--- src/rtl/mac_pkg.sv ---
// Shared definitions for the MAC launch / done-count handshake.
//   launch_state_t    : launcher FSM state encoding (2-bit)
//   NumOpsDefault     : launches per batch; the done counter's terminal count uses the same value
//   CntWDefault       : issue index width for the default batch size
//   TimeoutCycDefault : default WAIT-state cycle limit for the optional timeout
package mac_pkg;

  typedef enum logic [1:0] {
    StIdle  = 2'd0,
    StIssue = 2'd1,
    StWait  = 2'd2,
    StFin   = 2'd3
  } launch_state_t;

  localparam int unsigned NumOpsDefault     = 14;
  localparam int unsigned CntWDefault       = 4;
  localparam int unsigned TimeoutCycDefault = 64;

endpackage

--- src/rtl/wait_timer.sv ---
// WAIT-state timeout counter for mac_launcher (only instantiated with LAUNCH_TIMEOUT_EN).
//   clk_i     : clock, rising edge
//   rst_i     : asynchronous active-high reset
//   clr_i     : clear the count (asserted on the edge that enters WAIT)
//   en_i      : count this cycle (high while in WAIT)
//   expired_o : high in the WAIT cycle whose closing edge completes Limit WAIT cycles
module wait_timer #(
  parameter int unsigned Limit = 64
) (
  input  logic clk_i,
  input  logic rst_i,
  input  logic clr_i,
  input  logic en_i,
  output logic expired_o
);

  localparam int unsigned W = $clog2(Limit + 1);

  logic [W-1:0] cnt_q;

  always_ff @(posedge clk_i or posedge rst_i) begin
    if (rst_i) begin
      cnt_q <= '0;
    end else if (clr_i) begin
      cnt_q <= '0;
    end else if (en_i && !expired_o) begin
      cnt_q <= cnt_q + W'(1);
    end
  end

  // cnt_q counts WAIT cycles already closed, so the Limit-th cycle sees Limit-1.
  assign expired_o = en_i && (cnt_q == W'(Limit - 1));

endmodule

--- src/rtl/mac_launcher.sv ---
// Issue side of the MAC done-counting handshake: emits NUM_OPS mac_go pulses per batch,
// then waits for the batch-complete strobe en_y from the done counter.
// Optional feature macro: LAUNCH_TIMEOUT_EN (WAIT-state timeout with sticky timeout_err).
//   clk         : system clock, rising edge
//   reset       : asynchronous active-high reset
//   start       : begin a batch (sampled only in IDLE)
//   stall       : array back-pressure, suppresses issue for the cycle
//   en_y        : batch-complete strobe (only honoured in WAIT)
//   mac_go      : one-cycle launch pulse
//   mac_idx     : index of the launch on mac_go (pending index while stalled)
//   busy        : high in every state except IDLE
//   batch_done  : one-cycle pulse in FIN
//   timeout_err : sticky WAIT timeout flag (constant 0 without LAUNCH_TIMEOUT_EN)
module mac_launcher
  import mac_pkg::*;
#(
  parameter int unsigned NUM_OPS     = NumOpsDefault,
  parameter int unsigned CNT_W       = CntWDefault,
  parameter int unsigned TIMEOUT_CYC = TimeoutCycDefault
) (
  input  logic             clk,
  input  logic             reset,
  input  logic             start,
  input  logic             stall,
  input  logic             en_y,
  output logic             mac_go,
  output logic [CNT_W-1:0] mac_idx,
  output logic             busy,
  output logic             batch_done,
  output logic             timeout_err
);

  localparam logic [CNT_W-1:0] LastIdx = CNT_W'(NUM_OPS - 1);

  if ((1 << CNT_W) <= NUM_OPS) begin : g_bad_cnt_w
    $error("CNT_W is too narrow to hold NUM_OPS-1");
  end
  if (TIMEOUT_CYC == 0) begin : g_bad_timeout
    $error("TIMEOUT_CYC must be nonzero");
  end

  function automatic logic [CNT_W-1:0] next_cnt(input logic [CNT_W-1:0] c);
    return (c == LastIdx) ? '0 : c + CNT_W'(1);
  endfunction

  launch_state_t    state_q;
  logic [CNT_W-1:0] cnt_q;
  logic             mac_go_q;
  logic [CNT_W-1:0] mac_idx_q;
  logic             busy_q;
  logic             batch_done_q;
  logic             final_out;
  logic             wait_expired;

  // Outputs are registered one edge ahead of the state, so the pulse for the last launch is on
  // the outputs while the FSM is still in ISSUE; WAIT is entered on the edge that closes it.
  assign final_out = (state_q == StIssue) && mac_go_q && (mac_idx_q == LastIdx);

`ifdef LAUNCH_TIMEOUT_EN
  logic timeout_q;

  wait_timer #(
    .Limit(TIMEOUT_CYC)
  ) u_wait_timer (
    .clk_i    (clk),
    .rst_i    (reset),
    .clr_i    (final_out),
    .en_i     (state_q == StWait),
    .expired_o(wait_expired)
  );

  assign timeout_err = timeout_q;
`else
  assign wait_expired = 1'b0;
  assign timeout_err  = 1'b0;
`endif

  always_ff @(posedge clk or posedge reset) begin
    if (reset) begin
      state_q      <= StIdle;
      cnt_q        <= '0;
      mac_go_q     <= 1'b0;
      mac_idx_q    <= '0;
      busy_q       <= 1'b0;
      batch_done_q <= 1'b0;
`ifdef LAUNCH_TIMEOUT_EN
      timeout_q    <= 1'b0;
`endif
    end else begin
      mac_go_q     <= 1'b0;
      batch_done_q <= 1'b0;
      unique case (state_q)
        StIdle: begin
          if (start) begin
            state_q   <= StIssue;
            busy_q    <= 1'b1;
            mac_idx_q <= '0;
`ifdef LAUNCH_TIMEOUT_EN
            timeout_q <= 1'b0;
`endif
            // Launch 0 goes out in the first ISSUE cycle unless that cycle is stalled.
            if (!stall) begin
              mac_go_q <= 1'b1;
              cnt_q    <= next_cnt('0);
            end else begin
              cnt_q    <= '0;
            end
          end
        end
        StIssue: begin
          if (final_out) begin
            state_q <= StWait;
          end else begin
            // While stalled mac_idx shows the pending index and the count holds.
            mac_idx_q <= cnt_q;
            if (!stall) begin
              mac_go_q <= 1'b1;
              cnt_q    <= next_cnt(cnt_q);
            end
          end
        end
        StWait: begin
          if (en_y) begin
            state_q      <= StFin;
            batch_done_q <= 1'b1;
          end else if (wait_expired) begin
            state_q      <= StFin;
            batch_done_q <= 1'b1;
`ifdef LAUNCH_TIMEOUT_EN
            timeout_q    <= 1'b1;
`endif
          end
        end
        StFin: begin
          state_q <= StIdle;
          busy_q  <= 1'b0;
        end
        default: begin
          state_q <= StIdle;
          busy_q  <= 1'b0;
        end
      endcase
    end
  end

  assign mac_go     = mac_go_q;
  assign mac_idx    = mac_idx_q;
  assign busy       = busy_q;
  assign batch_done = batch_done_q;

endmodule

--- config.mk ---
export PLATFORM = sky130hd
export DESIGN_NAME = mac_launcher
export DESIGN_NICKNAME = d
export VERILOG_FILES = /design/src/rtl/mac_pkg.sv /design/src/rtl/wait_timer.sv /design/src/rtl/mac_launcher.sv
export SDC_FILE = /design/constraint.sdc
export NUM_CORES = 1
export LEC_CHECK = 0
export ABC_AREA = 1
export CORE_MARGIN = 4
export CORE_UTILIZATION = 45
export DETAILED_ROUTE_END_ITERATION = 8
export HOLD_SLACK_MARGIN = 0.12
export PLACE_DENSITY = 0.69
export SETUP_SLACK_MARGIN = 0.2
export SYNTH_ARGS = -nofsm -noshare
export SYNTH_HDL_FRONTEND = slang
export SYNTH_HIERARCHICAL = 1
export SYNTH_SLANG_ARGS = --single-unit
export TNS_END_PERCENT = 10
--- constraint.sdc ---
create_clock -name clk -period 4.1 [get_ports clk]
set_input_delay 0.615 -clock clk [delete_from_list [all_inputs] [get_ports clk]]
set_output_delay 0.615 -clock clk [all_outputs]
set_load 0.02 [all_outputs]
* Word-level counts from Yosys, hierarchy flattened
Index checks and enable logic that the tools add are counted.
** Storage, ports and cells
- Bits in registers :: 13
- Input port bits :: 5
- Output and inout bits :: 8
- Logic and storage cells :: 47
** Operators by class
- Add/sub/neg operators :: 1
- Equality and inequality tests :: 10
- Muxes and demuxes :: 21
- Reductions and logical operators :: 9
** Operators by type and width (number)
- 2-to-1 mux 4 bit :: 6
- one-hot mux 4 bit (2 select lines) :: 2
- inequality test 2 bit (second input constant) :: 5
- == test 4 bit (second input constant) :: 2
- one-hot mux 2 bit (4 select lines) :: 1
- 2-to-1 mux 1 bit :: 7
- 2-to-1 mux 2 bit :: 3
- AND reduction 3 bit :: 2
- adder 4 x 1 -> 4 bit (second input constant) :: 1
- == test 2 bit (second input constant) :: 2
- one-hot mux 1 bit (2 select lines) :: 2
- AND reduction 4 bit :: 1
- nonzero test 2 bit :: 2
- == test 2 x 1 -> 1 bit (second input constant) :: 1
- logical AND 1 bit :: 2
- zero test 2 bit :: 1
- AND reduction 2 bit :: 1

* Depth between registers and ports, before layout
- Depth in word-level cells :: 5
- Gate-level depth with buffers :: 10
- Depth with buffers taken out :: 10

* Worst setup path after synthesis
Ideal clock, no wire load.
- Path type :: register -> register
- Start point :: reg state_q[1]
- End point :: reg cnt_q[1]
- Setup time :: 121 ps
- Arrival :: 1190 ps
- Data required time :: 3979 ps
- Setup slack :: 2789 ps
- Stages on the path, launching flop included :: 9
- Buffers on the path :: 1
- Period minus slack after synthesis :: 1311 ps
- Cells stage by stage :: dfrtp_1 > inv_1 > ha_1 > buf_6 > nor2_4 > nor2_8 > nand3_4 > nand2_1 > o21ai_1
** On the way
- Cells in the longest elaborated chain, start to end :: 5
- Elaborated cells on any way between the ends :: 10
- Those cells by class :: 4 x eq/ne; 1 x mux; 5 x reduce/logical
** RTL lines
- start: declaration :: line mac_launcher.sv:46 : launch_state_t state_q;
- start signal: assignment :: line mac_launcher.sv:80 : state_q <= StIdle;
- start signal: assignment :: line mac_launcher.sv:95 : state_q <= StIssue;
- start signal: assignment :: line mac_launcher.sv:112 : state_q <= StWait;
- == test 2 x 1 -> 1 bit :: line mac_launcher.sv:57, mac_launcher.sv:92
- logical AND 1 bit (2 in a row) :: line mac_launcher.sv:57 : assign final_out = (state_q == StIssue) && mac_go_q && (mac_idx_q == LastIdx);
- inequality test 2 bit (no line)
- AND reduction 4 bit (no line)
- end signal: assignment :: line mac_launcher.sv:104 : cnt_q <= next_cnt('0);
- end signal: assignment :: line mac_launcher.sv:118 : cnt_q <= next_cnt(cnt_q);
- end: declaration :: line mac_launcher.sv:47 : logic [CNT_W-1:0] cnt_q;
Parallel ways exist; a longest one is shown, timed or not.
A chain may end at the register's enable or synchronous reset.

* Worst setup path in the final report
- Start point :: reg mac_idx_q[0] (netlist: mac_idx[0])
- End point :: out mac_idx[0]
** RTL lines
- start: declaration :: line mac_launcher.sv:49 : logic [CNT_W-1:0] mac_idx_q;
- start signal: assignment :: line mac_launcher.sv:115 : mac_idx_q <= cnt_q;
- end: declaration :: line mac_launcher.sv:27 : output logic [CNT_W-1:0] mac_idx,
No word-level cell between the ends.

==> flow_metrics.py <==
metrics = {
    "clock_tree": {
        "cts.htree.levels": 1,
        "cts_hold_buf": 0,
        "clockRootBuffer": "clkbuf_4",
        "cts_buffer_depth": 2,
        "clock_latency_ns": 0.28,
        "path_clk_slew_ns": 0.08,
        "clock-sinks": 13,
        "tritoncts": "yes",
        "cts-resized-gates": 0,
        "postCtsSetupRepairBufs": 0,
        "numCtsBuffers": 3,
    },
    "floorplanning": {
        "chipWidth_um": 50.6,
        "die_h_um": 50.6,
        "start_util_pct": 47.2,
        "die_area_um2": 2560,
        "rows": 15,
        "ioPinCount": 13,
        "core_um2": 1730,
    },
    "sta": {
        "fmax_mhz": 530,
        "period_needed_ns": 1.89,
        "tns_ns": 0,
        "maxSlewViolCount": 0,
        "setup_violations": 0,
        "finalHoldViolCount": 0,
        "clock_skew_ns": 0.00353,
        "fin_crit_sh_pct": 46.0,
        "rsz0062_at_grt": "false",
        "fin_hold_ws_ns": 0.504,
    },
    "critical_path": {
        "cp-start-kind": "register",
        "slowest_stage": "clkdlybuf4s50_1",
        "critPathTopFamily": "buffers and inverters",
        "worstPathMaxFanout": 3,
        "cp.required_ns": 3.48,
        "endpoint_kind": "output pin",
        "crit_type": "reg2out",
        "max_stage_delay_ns": 0.62,
        "crit_chain": "clkdlybuf4s50_1",
        "arrival_ns": 1.27,
        "cp.buffers_inverters": 1,
    },
    "logic_synthesis": {
        "synth_ff_type": "dfrtp_1",
        "synth_seq_area_share_pct": 39.9,
        "ys_ff_latch": 13,
        "synth.distinct_cells": 23,
        "synth_commonest_cells": "29 x nand2_1, 13 x dfrtp_1, 12 x inv_1",
        "synth_area_leaders": "dfrtp_1 40%, nand2_1 13%, ha_1 11%",
        "synth_edf_count": 0,
        "synth_top_cell_area_share_pct": 39.9,
        "ys_warn_count": 6,
        "synth.largest_area_cell": "dfrtp_1",
        "synth_nets": 110,
        "synthCells": 98,
        "synth_area_um2": 816,
        "synth.most_common_cell": "nand2_1",
        "synthArstFlopShare_pct": 100,
        "avgSynthCellArea_um2": 8.32,
    },
    "worst_hold_path": {
        "hold_path.class": "reg2reg",
    },
    "global_route": {
        "grt_max_degree": 14,
        "grt_antenna_before_repair": 0,
        "grt_usage_pct": 13.4,
        "grt_overflow_total": 0,
        "grt_pass1_wl_um": 2590,
        "grt_pass1_vias": 602,
    },
    "route": {
        "wl_um": 1340,
        "wire_per_inst_um": 9.93,
        "dr.first_iter.drc_count": 3,
        "route.antenna.remaining_nets": 0,
        "dr.pass1.iters": 4,
        "num_vias": 611,
        "detail_route.vias_per_cell": 4.53,
        "drc": 0,
    },
    "placement": {
        "place_congestion": 0.749,
        "portBuffers": 11,
        "hpwl_um": 1080,
    },
    "power": {
        "p_seq_share_pct": 31.9,
        "p_comb_share_pct": 55.1,
        "power_mw": 0.620,
        "power_switching_mw": 0.282,
        "powerDensity_nw_per_um2": 646,
        "peakVddDrop_v": 0.000344,
        "power.share.clock_pct": 13.0,
        "leakagePower_nw": 0.464,
        "p_int_mw": 0.338,
        "switching_share_pct": 45.5,
    },
    "outcome": {
        "outcome": "finished clean",
    },
    "finish": {
        "drive_gt1_share_pct": 14.5,
        "fin_nets": 123,
        "n_antenna_cell": 0,
        "fin_util_pct": 55.6,
        "synthToLayoutAreaGrowth_pct": 17.6,
    },
    "flow_run": {
        "cap_violations": 0,
    },
}
[power groups by stage]
stage / combinational (mW) / clock (mW) / sequential [mW]
finish: 0.342 / 0.0807 / 0.198
global route: 0.394 / 0.0910 / 0.206
CTS: 0.349 / 0.0844 / 0.198
global placement: 0.339 / 0 / 0.201
floorplan: 0.263 / 0 / 0.211
detailed placement: 0.348 / 0 / 0.200
[stage by stage]
| step | std cells | setup WS (ns) | cell area (µm²) |
|---|---|---|---|
| after global placement | 131 | 2.39 | 933 |
| after detailed placement | 131 | 2.38 | 933 |
| after floorplan | 98 | 2.79 | 816 |
| after CTS | 135 | 2.19 | 960 |
| after global routing | 135 | 2.16 | 960 |
| final | 135 | 2.21 | 960 |
[worst paths after layout]
path / from / to / slack [ns] / cells after the start
worst max-delay path: mac_idx[0] / mac_idx[0] / 2.21 / 1
worst min-delay path: busy / busy / 0.50 / 2
worst max register to register: state_q[1] / state_q[1] / 2.41 / 9
worst min register to register: busy / busy / 0.50 / 2
max in group asynchronous: reset / state_q[0] / 3.12 / 2
min in group asynchronous: reset / mac_go / 0.65 / 2
[routing by layer]
| metal | track usage [%] | share of wire, % | vias up |
|---|---|---|---|
| met2 | 20.0 | 45 | 15 |
| li1 | - | - | 326 |
| met4 | 6.73 | 1.3 | 0 |
| met5 | 0 | 0 | - |
| met3 | 2.97 | 4.7 | 2 |
| met1 | 18.0 | 49 | 268 |
[logic make-up (layout without fill, tap and decap cells)]
group	after synthesis	after routing	share of synthesized area (%)
simple gates	47	47	30.8
buf+inv	18	30	9.82
flops	13	13	39.9
compound gates	11	11	7.21
fa+ha+maj	7	7	10.7
other cells	1	1	0.460
xor+xnor	1	1	1.07
[cell type report]
type,instances,area [µm²]
sequential,13,325
multi-input combinational,67,410
timing repair buffer,11,110
inverter,15,56.3
clock buffer,4,26.3
fill,173,767
tap,25,31.3
[cells in the final DEF (no fill, tap or decap), drive strengths merged]
| cell | Yosys | routed |
|---|---|---|
| nand3 | 5 | 5 |
| a21oi | 2 | 2 |
| nor2 | 5 | 5 |
| clkdlybuf4s50 | 0 | 11 |
| clkbuf | 0 | 4 |
| dfrtp | 13 | 13 |
| inv | 15 | 15 |
| xor2 | 1 | 1 |
| ha | 7 | 7 |
| nand4 | 3 | 3 |
| conb | 1 | 1 |
| or2 | 1 | 1 |
| nand2 | 33 | 33 |
| o21ai | 9 | 9 |
[flip-flops by register name, indices dropped and copies added (netlist names)]
register	cells
state_q	2
mac_go	1
busy	1
cnt_q	4
batch_done	1
mac_idx	4
No activity file was read; power rests on OpenSTA's default activity.
